[src/rtl/mips_pkg.sv]
// Shared MIPS decode constants and the ID/EX control bundle.
package mips_pkg;

  localparam int unsigned INSTR_W = 32;
  localparam int unsigned REG_W   = 5;
  localparam int unsigned IMM_W   = 16;

  localparam logic [5:0] OP_RTYPE = 6'h00;
  localparam logic [5:0] OP_BEQ   = 6'h04;
  localparam logic [5:0] OP_ADDI  = 6'h08;
  localparam logic [5:0] OP_ADDIU = 6'h09;
  localparam logic [5:0] OP_ANDI  = 6'h0C;
  localparam logic [5:0] OP_ORI   = 6'h0D;
  localparam logic [5:0] OP_LW    = 6'h23;
  localparam logic [5:0] OP_SW    = 6'h2B;

  localparam logic [5:0] FN_ADD  = 6'h20;
  localparam logic [5:0] FN_ADDU = 6'h21;
  localparam logic [5:0] FN_SUB  = 6'h22;
  localparam logic [5:0] FN_SUBU = 6'h23;
  localparam logic [5:0] FN_AND  = 6'h24;
  localparam logic [5:0] FN_OR   = 6'h25;
  localparam logic [5:0] FN_NOR  = 6'h27;

  localparam logic [2:0] ALU_ADD  = 3'b000;
  localparam logic [2:0] ALU_AND  = 3'b001;
  localparam logic [2:0] ALU_OR   = 3'b010;
  localparam logic [2:0] ALU_NOR  = 3'b011;
  localparam logic [2:0] ALU_ADDU = 3'b100;
  localparam logic [2:0] ALU_SUB  = 3'b101;

  typedef struct packed {
    logic       alu_src;
    logic [2:0] alu_control;
    logic       reg_dst;
    logic       alu_enable;
    logic       mem_read;
    logic       mem_write;
    logic       reg_write;
    logic       branch;
  } ctrl_t;

endpackage

[src/rtl/ctrl_decode.sv]
// Combinational instruction decoder: control bundle, extended immediate,
// illegal-encoding pulse and whether rt is a source operand.
module ctrl_decode
  import mips_pkg::*;
#(
  parameter int unsigned DATA_W = 32
) (
  input  logic [INSTR_W-1:0] instr,
  output ctrl_t              ctrl,
  output logic [DATA_W-1:0]  imm,
  output logic               illegal_c,
  output logic               uses_rt_c
);

  logic [5:0]        opcode;
  logic [5:0]        funct;
  logic [DATA_W-1:0] imm_sext;
  logic [DATA_W-1:0] imm_zext;

  assign opcode   = instr[31:26];
  assign funct    = instr[5:0];
  assign imm_sext = {{(DATA_W-IMM_W){instr[15]}}, instr[15:0]};
  assign imm_zext = {{(DATA_W-IMM_W){1'b0}}, instr[15:0]};

  always_comb begin
    ctrl      = '0;
    imm       = imm_sext;
    illegal_c = 1'b0;
    uses_rt_c = 1'b0;
    case (opcode)
      OP_RTYPE: begin
        uses_rt_c       = 1'b1;
        ctrl.reg_dst    = 1'b1;
        ctrl.reg_write  = 1'b1;
        ctrl.alu_enable = 1'b1;
        case (funct)
          FN_ADD:          ctrl.alu_control = ALU_ADD;
          FN_ADDU:         ctrl.alu_control = ALU_ADDU;
          FN_SUB, FN_SUBU: ctrl.alu_control = ALU_SUB;
          FN_AND:          ctrl.alu_control = ALU_AND;
          FN_OR:           ctrl.alu_control = ALU_OR;
          FN_NOR:          ctrl.alu_control = ALU_NOR;
          default: begin
            // The all-zero word is the canonical nop: issued inert but not flagged.
            ctrl      = '0;
            illegal_c = (instr != '0);
          end
        endcase
      end
      OP_ADDI, OP_ADDIU, OP_LW, OP_SW: begin
        ctrl.alu_enable  = 1'b1;
        ctrl.alu_src     = 1'b1;
        ctrl.alu_control = (opcode == OP_ADDIU) ? ALU_ADDU : ALU_ADD;
        ctrl.mem_read    = (opcode == OP_LW);
        ctrl.mem_write   = (opcode == OP_SW);
        ctrl.reg_write   = (opcode != OP_SW);
        uses_rt_c        = (opcode == OP_SW);
      end
      OP_ANDI, OP_ORI: begin
        ctrl.alu_enable  = 1'b1;
        ctrl.alu_src     = 1'b1;
        ctrl.reg_write   = 1'b1;
        ctrl.alu_control = (opcode == OP_ANDI) ? ALU_AND : ALU_OR;
        imm              = imm_zext;
      end
      OP_BEQ: begin
        ctrl.alu_enable  = 1'b1;
        ctrl.alu_control = ALU_SUB;
        ctrl.branch      = 1'b1;
        uses_rt_c        = 1'b1;
      end
      default: illegal_c = 1'b1;
    endcase
  end

endmodule

[src/rtl/id_ex_issue.sv]
// Decode-and-issue stage: ID/EX pipeline register with valid/ready handshake,
// load-use bubble insertion and branch flush.
module id_ex_issue
  import mips_pkg::*;
#(
  parameter int unsigned PC_W   = 5,
  parameter int unsigned DATA_W = 32
) (
  input  logic                clk,
  input  logic                reset,
  input  logic [INSTR_W-1:0]  instr,
  input  logic [PC_W-1:0]     pc_in,
  input  logic [DATA_W-1:0]   rd_data1,
  input  logic [DATA_W-1:0]   rd_data2,
  input  logic                in_valid,
  output logic                in_ready,
  input  logic                ex_ready,
  input  logic                flush,
  output logic                out_valid,
  output logic [PC_W-1:0]     PC,
  output logic [DATA_W-1:0]   In,
  output logic [REG_W-1:0]    Reg_RD,
  output logic [REG_W-1:0]    Reg_RT,
  output logic [DATA_W-1:0]   Dato_1,
  output logic [DATA_W-1:0]   Dato_2,
  output logic                ALUsrc,
  output logic [2:0]          ALUcontrol,
  output logic                Regdst,
  output logic                ALU_enable,
  output logic                MemRead,
  output logic                MemWrite,
  output logic                RegWrite,
  output logic                Branch,
  output logic                illegal
);

  ctrl_t             dec_ctrl;
  logic [DATA_W-1:0] dec_imm;
  logic              dec_illegal_c;
  logic              uses_rt_c;
  logic              advance;
  logic              haz;

  ctrl_t             ctrl_q,    ctrl_d;
  logic              valid_q,   valid_d;
  logic              illegal_q, illegal_d;
  logic [PC_W-1:0]   pc_q,      pc_d;
  logic [DATA_W-1:0] imm_q,     imm_d;
  logic [REG_W-1:0]  rd_q,      rd_d;
  logic [REG_W-1:0]  rt_q,      rt_d;
  logic [DATA_W-1:0] dat1_q,    dat1_d;
  logic [DATA_W-1:0] dat2_q,    dat2_d;

  ctrl_decode #(.DATA_W(DATA_W)) u_ctrl_decode (
    .instr     (instr),
    .ctrl      (dec_ctrl),
    .imm       (dec_imm),
    .illegal_c (dec_illegal_c),
    .uses_rt_c (uses_rt_c)
  );

  // A load in ID/EX whose destination feeds the instruction in ID stalls it one cycle.
  assign advance  = !valid_q || ex_ready;
  assign haz      = valid_q && ctrl_q.mem_read && (rt_q != '0) &&
                    ((rt_q == instr[25:21]) || (uses_rt_c && (rt_q == instr[20:16])));
  assign in_ready = advance && !haz && !flush;

  always_comb begin
    valid_d   = valid_q;
    ctrl_d    = ctrl_q;
    illegal_d = illegal_q;
    pc_d      = pc_q;
    imm_d     = imm_q;
    rd_d      = rd_q;
    rt_d      = rt_q;
    dat1_d    = dat1_q;
    dat2_d    = dat2_q;
    if (flush) begin
      valid_d = 1'b0;
      ctrl_d  = '0;
    end else if (advance) begin
      if (haz || !in_valid) begin
        valid_d = 1'b0;
        ctrl_d  = '0;
      end else begin
        valid_d   = 1'b1;
        ctrl_d    = dec_ctrl;
        illegal_d = illegal_q | dec_illegal_c;
        pc_d      = pc_in;
        imm_d     = dec_imm;
        rd_d      = instr[15:11];
        rt_d      = instr[20:16];
        dat1_d    = rd_data1;
        dat2_d    = rd_data2;
      end
    end
  end

  always_ff @(posedge clk or posedge reset) begin
    if (reset) begin
      valid_q   <= 1'b0;
      ctrl_q    <= '0;
      illegal_q <= 1'b0;
      pc_q      <= '0;
      imm_q     <= '0;
      rd_q      <= '0;
      rt_q      <= '0;
      dat1_q    <= '0;
      dat2_q    <= '0;
    end else begin
      valid_q   <= valid_d;
      ctrl_q    <= ctrl_d;
      illegal_q <= illegal_d;
      pc_q      <= pc_d;
      imm_q     <= imm_d;
      rd_q      <= rd_d;
      rt_q      <= rt_d;
      dat1_q    <= dat1_d;
      dat2_q    <= dat2_d;
    end
  end

  assign out_valid  = valid_q;
  assign illegal    = illegal_q;
  assign PC         = pc_q;
  assign In         = imm_q;
  assign Reg_RD     = rd_q;
  assign Reg_RT     = rt_q;
  assign Dato_1     = dat1_q;
  assign Dato_2     = dat2_q;
  assign ALUsrc     = ctrl_q.alu_src;
  assign ALUcontrol = ctrl_q.alu_control;
  assign Regdst     = ctrl_q.reg_dst;
  assign ALU_enable = ctrl_q.alu_enable;
  assign MemRead    = ctrl_q.mem_read;
  assign MemWrite   = ctrl_q.mem_write;
  assign RegWrite   = ctrl_q.reg_write;
  assign Branch     = ctrl_q.branch;

endmodule

[config.mk]
export PLATFORM = sky130hd
export DESIGN_NAME = id_ex_issue
export DESIGN_NICKNAME = d
export VERILOG_FILES = /design/src/rtl/mips_pkg.sv /design/src/rtl/ctrl_decode.sv /design/src/rtl/id_ex_issue.sv
export SDC_FILE = /design/constraint.sdc
export NUM_CORES = 1
export LEC_CHECK = 0
export CORE_MARGIN = 2
export CORE_UTILIZATION = 46
export CTS_CLUSTER_DIAMETER = 200
export DETAILED_ROUTE_END_ITERATION = 7
export PLACE_DENSITY_LB_ADDON = 0.1
export SLEW_MARGIN = 20
export SYNTH_ARGS = -nofsm -noshare
export SYNTH_HDL_FRONTEND = slang
export SYNTH_HIERARCHICAL = 1
export SYNTH_SLANG_ARGS = --single-unit
export TNS_END_PERCENT = 50
[constraint.sdc]
create_clock -name clk -period 8.8 [get_ports clk]
set_clock_uncertainty 0.15 [all_clocks]
set_input_delay 1.76 -clock clk [delete_from_list [all_inputs] [get_ports clk]]
set_output_delay 1.76 -clock clk [all_outputs]
set_load 0.01 [all_outputs]
* Word level (Yosys, flattened, before mapping) *
Cells that the tools add are included.

cells by class
  $add $sub $neg = 0
  multipliers = 0
  divide/modulo/power cells = 0
  magnitude comparators = 0
  eq/ne operators = 17
  shift-type cells = 0
  multiplexer cells = 21
  bitwise logic cells = 3
  reduce and logical (&&, ||, !) cells = 25

operators with widths
  kind                number
  $eq 6x6->1 const B  9
  $mux 32             1
  $reduce_bool 32->1  1
  $mux 10             3
  $eq 6x4->1 const B  4
  $pmux 3 s5          1
  $reduce_or 7->1     2
  $pmux 3 s4          1
  $eq 5x5->1          2
  $pmux 1 s2          4
  $eq 6x3->1 const B  1
  $logic_and 1x1->1   6
  $logic_not 6->1     1
  $mux 1              6
  $mux 6              1
  $ne 6x6->1 const B  1
  $reduce_or 2->1     3
  $reduce_or 6->1     1
  $reduce_bool 5->1   1
  $logic_not 1->1     4
  $pmux 2 s2          1
  $reduce_or 4->1     1
  $logic_or 1x1->1    3
  $mux 3              1
  other kinds (6)     7

word-level totals
  bits in registers = 123
  latch bits = 0
  memory bits (writable) = 0
  bits in read-only memories = 0
  input bits = 106
  output and inout port bits = 124
  logic and storage cells = 82
  memories kept = 0

* Longest topological paths before layout *
Gate-level depths: netlist (run 1).

  word-level depth = 10
  mapped depth = 10
  gate-level depth less buffers = 7

* Modules after synthesis *
Netlist (run 1), hierarchy kept.

modules (own cells, without submodules)
  module       instances  cells each  area an instance (um^2)  sequential area each (um^2)
  id_ex_issue  1          284         4707.0                   3078.0
  ctrl_decode  1          85          575.6                    0.0

* Worst setup path after synthesis (run 1) *
OpenSTA, ideal clock, no wires.

  path kind = input to output
  from = input instr[26]
  to = output in_ready
  arrival time = 2.838 ns
  required time = 6.890 ns
  setup slack = 4.052 ns
  stages = 7
  buffers on the path = 1
  cell sequence = clkbuf_2 > and4b_1 > and3b_1 > a21o_1 > nand2_1 > o22ai_1 > a21boi_0

between the ends
  longest elaborated chain between the ends = 9
  elaborated cells on any way between the ends = 15
  those cells by class = 5 x eq/ne; 1 x mux; 9 x reduce/logical

ends and longest elaborated chain
  element                                                    RTL line           text
  from (decl)                                                id_ex_issue.sv:11  input logic [INSTR_W-1:0] instr,
  $eq 6x4->1 (tied with other cells)                         ctrl_decode.sv:30  case (opcode)
  $reduce_or 4->1 / $reduce_or 2->1 (equally long branches)  -
  $pmux 1 s2 (*)                                             ctrl_decode.sv:30
  named net uses_rt_c                                        id_ex_issue.sv:40  logic uses_rt_c;
  $logic_and 1x1->1 (*)                                      id_ex_issue.sv:65  ((rt_q == instr[25:21]) || (uses_rt_c && (rt_q == instr[20:16])));
  $logic_or 1x1->1 (*)                                       id_ex_issue.sv:65
  $logic_and 1x1->1 (*)                                      id_ex_issue.sv:64  assign haz = valid_q && ctrl_q.mem_read && (rt_q != '0) &&
  $logic_not 1->1 (*)                                        id_ex_issue.sv:66  assign in_ready = advance && !haz && !flush;
  $logic_and 1x1->1 (*) (2 in a row)                         id_ex_issue.sv:66
  to (decl)                                                  id_ex_issue.sv:16  output logic in_ready,

The timed path passes the listed nets; every way through them passes the cells marked *.

* Final worst setup path (run 1) *
  from = input instr[28]
  to = output in_ready

Same word-level chain as after synthesis.

==> summary.txt, run 1 <==
Layout
  – FF/Latch Area: 3080 um^2
  – Util after Layout: 0.708
  – Fill cell instance count of the final layout: 812
  – Area used by multi-input combinational logic: 1840 um^2
  – Highest-count cells in the layout ignoring fill and taps: 229 x sky130_fd_sc_hd__clkdlybuf4s50_1, 123 x sky130_fd_sc_hd__dfrtp_1, 58 x sky130_fd_sc_hd__mux2_1
  – Share of final-layout standard cells stronger than drive strength 1: 0.161
  – Number of diodes: 0
  – Area Overhead vs Synth: 51.7%
  – Most frequent standard cell in the layout excluding fill and tap cells: sky130_fd_sc_hd__clkdlybuf4s50_1
  – NumNets Final: 680
  – Final standard cell area without fillers: 8010 um^2

Timing
  – Crit share post-route: 0.671
  – Total count of max-transition violations in the final report: 0
  – Number of failing setup endpoints in the final timing report: 0
  – Peak clock frequency supported by timing: 169 MHz
  – Headroom to the max-slew limit: 0.361
  – Slew at the pin with the worst max-slew slack: 959 ps
  – Clock period minus worst slack: 5900 ps
  – Setup TNS: 0 ps
  – Number of hold-slack violations in the final timing report: 0
  – Unrepaired setup endpoints after global routing: false

Detailed routing
  – Remaining number of nets flagged by the antenna check after routing: 0
  – First DRT Iteration DRCs: 194
  – Routed via count: 3737
  – Total Routed Length: 13100 um
  – Iteration count of the initial detailed-routing pass: 4
  – Routed length per placed instance: 18.0 um
  – Vias per std cell: 5.14
  – DRC: 0

Hold path
  – Cell depth of the worst min-delay path: 1
  – Worst Hold End: Dato_1[7]
  – Type of the tightest min-delay check: register to register
  – Min-Delay Startpoint: Dato_1[7]

Placed design
  – Detailed placer's ending HPWL: 9370 um
  – Input/output buffers: 229
  – Cell area after placement: 7440 um^2
  – Gpl congestion: 0.827

Global route
  – GRT Resource Usage Total: 0.224
  – First-pass GRT wire length: 21400 um
  – Vias in the first global route: 4010
  – Antenna violations before repair: 0
  – Remaining global-route overflow: 0
  – Largest net degree at the start of global routing: 77

Clocking
  – Post-CTS setup-driven buffer insertion count: 0
  – Root cell of the clock tree: sky130_fd_sc_hd__clkbuf_16
  – Number of CTS-inserted buffers: 17
  – CTS tree: built
  – Clock latency on the worst-skew pair: 410 ps
  – Number of sinks handled by clock tree synthesis: 123
  – Hold bufs inserted after CTS: 0
  – Buffers from clock root to sink, at most: 2
  – Clock edge transition at the registers on the reported setup and hold paths: 50 ps
  – H-tree level count: 4
  – Gates resized, CTS repair: 0

Worst setup path
  – Required time worst endpoint: 6890 ps
  – Setup slack, reg-to-reg: 5980 ps
  – Capture instance of the worst register-to-register path: Dato_2[20]
  – Depth of the most critical reg-to-reg path: 5
  – Data arrival at the endpoint of the critical path: 3990 ps
  – Category of the worst setup path capture point: primary output
  – Kind of critical path: input port to primary output
  – Nature of the critical path startpoint: input port
  – Maximum fanout along the worst path: 11
  – Beginning of the worst register-to-register path: Reg_RT[0]

Pwr
  – P per Cell Area: 225 nW/um^2
  – Leakage power: 3.31 nW
  – Peak supply drop: 0.157 mV

Logic synthesis
  – Post-synthesis async set-or-reset flop share: 1.00
  – Avg Cell Area, Syn: 14.3 um^2
  – Cells after Synth: 369
  – Most used flip-flop cell after synthesis: sky130_fd_sc_hd__dfrtp_1
  – Post-synthesis cell area: 5280 um^2
  – Leading area contributor after synthesis: sky130_fd_sc_hd__dfrtp_1
  – Warnings from Yosys: 6
  – Dominant cells by area after synthesis: sky130_fd_sc_hd__dfrtp_1 58%, sky130_fd_sc_hd__mux2_1 12%, sky130_fd_sc_hd__mux2_2 11%, sky130_fd_sc_hd__buf_4 4.5%, sky130_fd_sc_hd__a22o_1 1.7%
  – Number of register bits inferred by synthesis: 123
  – Area share of the leading cell type in the synthesized netlist: 0.583
  – Syn nets: 475
  – Number of synthesized flops with an enable pin: 0
  – Number of different library cells in the post-synthesis netlist: 40
  – Sequential share of the synthesized area: 0.583

Floorplan
  – Number of rows created at floorplan: 39
  – Core area: 11300 um^2
  – Die area: 12400 um^2
  – Die height: 111 um
  – IO Count: 230
  – Starting density of the core: 0.467
  – Overall die width: 111 um

Status
  – Run status: complete, no violations

Run
  – Number of maximum-capacitance violations: 0
-- cell usage after synthesis (2+ instances only) --
library cell,n
sky130_fd_sc_hd__mux2_2,53
sky130_fd_sc_hd__buf_2,7
sky130_fd_sc_hd__inv_1,5
sky130_fd_sc_hd__dfrtp_1,123
sky130_fd_sc_hd__or3_1,2
sky130_fd_sc_hd__a21o_1,2
sky130_fd_sc_hd__a21oi_1,4
sky130_fd_sc_hd__buf_4,32
sky130_fd_sc_hd__o21ai_0,2
sky130_fd_sc_hd__a22o_1,10
sky130_fd_sc_hd__buf_6,6
sky130_fd_sc_hd__nor3_1,4
sky130_fd_sc_hd__mux2_1,58
sky130_fd_sc_hd__nor2_1,5
sky130_fd_sc_hd__xnor2_1,10
sky130_fd_sc_hd__nor4_1,8
sky130_fd_sc_hd__nor3b_1,2
sky130_fd_sc_hd__nand3_1,6
sky130_fd_sc_hd__clkbuf_2,2
sky130_fd_sc_hd__nand2_1,8
-- layer usage --
layer  vias up  global-route usage  share of wire  wire [um]
li1       1693                   -              -          -
met1      1870               0.265           0.39       5080
met2       156               0.362           0.51       6660
met3        18               0.102          0.086       1130
met4         0              0.0790          0.017        224
met5         -                   0              0          0
-- power by group --
part	switching, W	internal [W]
clock	0.000232	0.000433
combinational	0.000160	0.000266
sequential	0.0000509	0.000657
-- per-stage QoR --
step,setup slack [ps],power [W],cells,hold WS (ps)
2_1_floorplan,3620,0.000884,369,343
3_3_place_gp,2970,0.00113,698,317
3_5_place_dp,2940,0.00115,698,324
4_1_cts,2930,0.00182,727,335
5_1_grt,2800,0.00188,727,344
6_report,2900,0.00180,727,330
-- cells by family after synthesis --
kind of cell / count (synthesis) / share of synthesized area
simple gates: 43 / 0.0476
flops: 123 / 0.583
xor+xnor: 11 / 0.0182
mux: 111 / 0.237
compound gates: 28 / 0.0438
buf+inv: 53 / 0.0711
-- worst max-delay path: stages --
cell	delay (ps)
sky130_fd_sc_hd__clkdlybuf4s50_1	680
sky130_fd_sc_hd__and4b_1	250
sky130_fd_sc_hd__and3b_1	180
sky130_fd_sc_hd__a21o_1	150
sky130_fd_sc_hd__nand2_1	60
sky130_fd_sc_hd__o22ai_1	110
sky130_fd_sc_hd__a21boi_0	210
sky130_fd_sc_hd__clkdlybuf4s50_1	580
-- state kept, by name (all words and copies together), names as in the netlist, 3 cells and up --
signal      flops
ALUcontrol      3
Dato_1         32
PC              5
Dato_2         32
Reg_RD          5
In             32
Reg_RT          5
-- worst max-delay path by stage --
stage | to | cells past startpoint | slack [ps] | from
final | in_ready | 8 | 2900 | instr[28]
after global placement | in_ready | 8 | 2970 | instr[28]
after global routing | in_ready | 8 | 2800 | instr[28]
after floorplan | ALU_enable | 1 | 3620 | reset
after detailed placement | in_ready | 8 | 2940 | instr[28]
after CTS | in_ready | 8 | 2930 | instr[28]
-- cell type report --
type,count,share of cell area
Sequential cell,123,0.384
Inverter,5,0.00266
Clock inverter,7,0.0116
Clock buffer,22,0.0592
Timing Repair Buffer,234,0.291
Tap cell,143,0.0223
Multi-Input combinational cell,193,0.229
Power figures use the tool's default switching activity.
==> run 2: changes to the inputs <==
--- a/config.mk
+++ b/config.mk
@@ -6,7 +6,7 @@
 export NUM_CORES = 1
 export LEC_CHECK = 0
 export CORE_MARGIN = 2
-export CORE_UTILIZATION = 46
+export CORE_UTILIZATION = 43
 export CTS_CLUSTER_DIAMETER = 200
 export DETAILED_ROUTE_END_ITERATION = 7
 export PLACE_DENSITY_LB_ADDON = 0.1
==> constraint.sdc (replaced) <==
create_clock -name clk -period 5.54 [get_ports clk]
set_clock_uncertainty 0.15 [all_clocks]
set_input_delay 1.108 -clock clk [delete_from_list [all_inputs] [get_ports clk]]
set_output_delay 1.108 -clock clk [all_outputs]
set_load 0.01 [all_outputs]
==> run 2 against run 1 <==
Effect of this change:
- core utilization fell by 4.2 points
- register-to-register slack got worse by 3300 ps
- critical path depth did not move
- critical path type unchanged
==> summary.txt, run 2 (synthesized netlist as in run 1, its figures left out) <==
Timing
  – Slew at the pin with the worst max-slew slack: 917 ps
  – Peak clock frequency supported by timing: 218 MHz
  – Unrepaired setup endpoints after global routing: false
  – Setup TNS: 0 ps
  – Crit share post-route: 0.829
  – Headroom to the max-slew limit: 0.389
  – Total count of max-transition violations in the final report: 0
  – Clock period minus worst slack: 4590 ps
  – Worst-case setup margin in the final layout: 947 ps
  – Number of hold-slack violations in the final timing report: 0
  – Number of failing setup endpoints in the final timing report: 0

Pwr
  – P per Cell Area: 350 nW/um^2
  – Leakage power: 3.29 nW
  – Peak supply drop: 0.240 mV

Hold path
  – Cell depth of the worst min-delay path: 1
  – Min-Delay Startpoint: illegal
  – Worst Hold End: illegal
  – Type of the tightest min-delay check: register to register

Clocking
  – Number of sinks handled by clock tree synthesis: 123
  – CTS tree: built
  – H-tree level count: 4
  – Gates resized, CTS repair: 0
  – Root cell of the clock tree: sky130_fd_sc_hd__clkbuf_16
  – Number of CTS-inserted buffers: 17
  – Hold bufs inserted after CTS: 0
  – Post-CTS setup-driven buffer insertion count: 0
  – Clock edge transition at the registers on the reported setup and hold paths: 50 ps
  – Buffers from clock root to sink, at most: 2
  – Clock latency on the worst-skew pair: 400 ps

Worst setup path
  – Depth of the most critical reg-to-reg path: 5
  – Category of the worst setup path capture point: primary output
  – Critical Path, Cell by Cell: clkdlybuf4s50_1 > and4b_1 > and3b_1 > a21o_1 > nand2_1 > o22ai_1 > a21boi_0 > clkdlybuf4s50_1
  – Required time worst endpoint: 4280 ps
  – Library cell contributing the largest single delay on the critical path: sky130_fd_sc_hd__clkdlybuf4s50_1
  – Data arrival at the endpoint of the critical path: 3330 ps
  – Beginning of the worst register-to-register path: Reg_RT[0]
  – Most frequent cell on the critical path: sky130_fd_sc_hd__clkdlybuf4s50_1
  – Kind of critical path: input port to primary output
  – Nature of the critical path startpoint: input port
  – Setup slack, reg-to-reg: 2730 ps
  – Capture instance of the worst register-to-register path: Dato_2[20]
  – Maximum fanout along the worst path: 11
  – Max incr delay on CP: 590 ps

Layout
  – Number of diodes: 0
  – NumNets Final: 681
  – Share of final-layout standard cells stronger than drive strength 1: 0.162
  – Final standard cell area without fillers: 8000 um^2
  – Area Overhead vs Synth: 51.4%
  – Highest-count cells in the layout ignoring fill and taps: 229 x sky130_fd_sc_hd__clkdlybuf4s50_1, 123 x sky130_fd_sc_hd__dfrtp_1, 58 x sky130_fd_sc_hd__mux2_1
  – Fill cell instance count of the final layout: 952
  – Most frequent standard cell in the layout excluding fill and tap cells: sky130_fd_sc_hd__clkdlybuf4s50_1
  – Number of standard cells in the final layout excluding fillers: 734

Global route
  – Vias in the first global route: 3930
  – Largest net degree at the start of global routing: 74
  – Remaining global-route overflow: 0
  – Antenna violations before repair: 0
  – First-pass GRT wire length: 20000 um
  – GRT Resource Usage Total: 0.200

Detailed routing
  – Iteration count of the initial detailed-routing pass: 4
  – DRC: 0
  – Vias per std cell: 4.98
  – Routed length per placed instance: 17.4 um
  – First DRT Iteration DRCs: 186
  – Remaining number of nets flagged by the antenna check after routing: 0
  – Total Routed Length: 12800 um
  – Routed via count: 3656

Floorplan
  – Core area: 12000 um^2
  – Number of rows created at floorplan: 40
  – Overall die width: 115 um
  – IO Count: 230
  – Starting density of the core: 0.440
  – Die area: 13200 um^2
  – Die height: 115 um

Placed design
  – Gpl congestion: 0.870
  – Detailed placer's ending HPWL: 9170 um
  – DP Cell Count: 703
  – Place WS: 989 ps
  – Input/output buffers: 229
  – Cell area after placement: 7460 um^2

Run
  – Number of maximum-capacitance violations: 0

Status
  – Run status: complete, no violations
==> run 2: layer usage <==
layer / track usage / part of all wire / routed length (um)
met1: 0.233 / 0.40 / 5120
met2: 0.331 / 0.50 / 6400
met3: 0.0796 / 0.082 / 1050
met4: 0.0827 / 0.015 / 192
met5: 0 / 0 / 0
==> run 2: worst max path at each step <==
| stage | startpoint | to | slack, ps | cells past startpoint |
|---|---|---|---|---|
| after global placement | instr[28] | in_ready | 1010 | 8 |
| after detailed placement | instr[28] | in_ready | 990 | 8 |
| final | instr[28] | in_ready | 950 | 8 |
| after floorplan | reset | ALU_enable | 1010 | 1 |
| after CTS | instr[28] | in_ready | 960 | 8 |
| after global routing | instr[28] | in_ready | 820 | 8 |
==> run 2: metrics by stage <==
stage / utilization / hold slack [ps] / power (W)
global placement: 0.621 / 292 / 0.00180
detailed placement: 0.621 / 300 / 0.00182
CTS: 0.666 / 312 / 0.00284
floorplan: - / 343 / 0.00140
finish: 0.666 / 307 / 0.00280
global route: 0.666 / 327 / 0.00294
==> run 2: worst max-delay path, delay by kind of cell <==
kind | cells | cell delay [ps]
buf+inv | 2 | 1100
compound gates | 3 | 530
simple gates | 3 | 600
==> run 2: power breakdown <==
part	internal (W)	switching, W	total [W]
registers	0.00104	0.0000786	0.00112
logic	0.000423	0.000253	0.000676
clock network	0.000632	0.000371	0.00100
total	0.00210	0.000703	0.00280
==> run 2: final cells by class <==
cell class | count | area [um^2] | share of cell area
Clock buffer | 23 | 468 | 0.0585
Clock inverter | 8 | 70.1 | 0.00876
Inverter | 5 | 21.3 | 0.00266
Multi-Input combinational cell | 193 | 1840 | 0.230
Sequential cell | 123 | 3080 | 0.385
Tap cell | 147 | 184 | 0.0230
Timing Repair Buffer | 235 | 2340 | 0.292
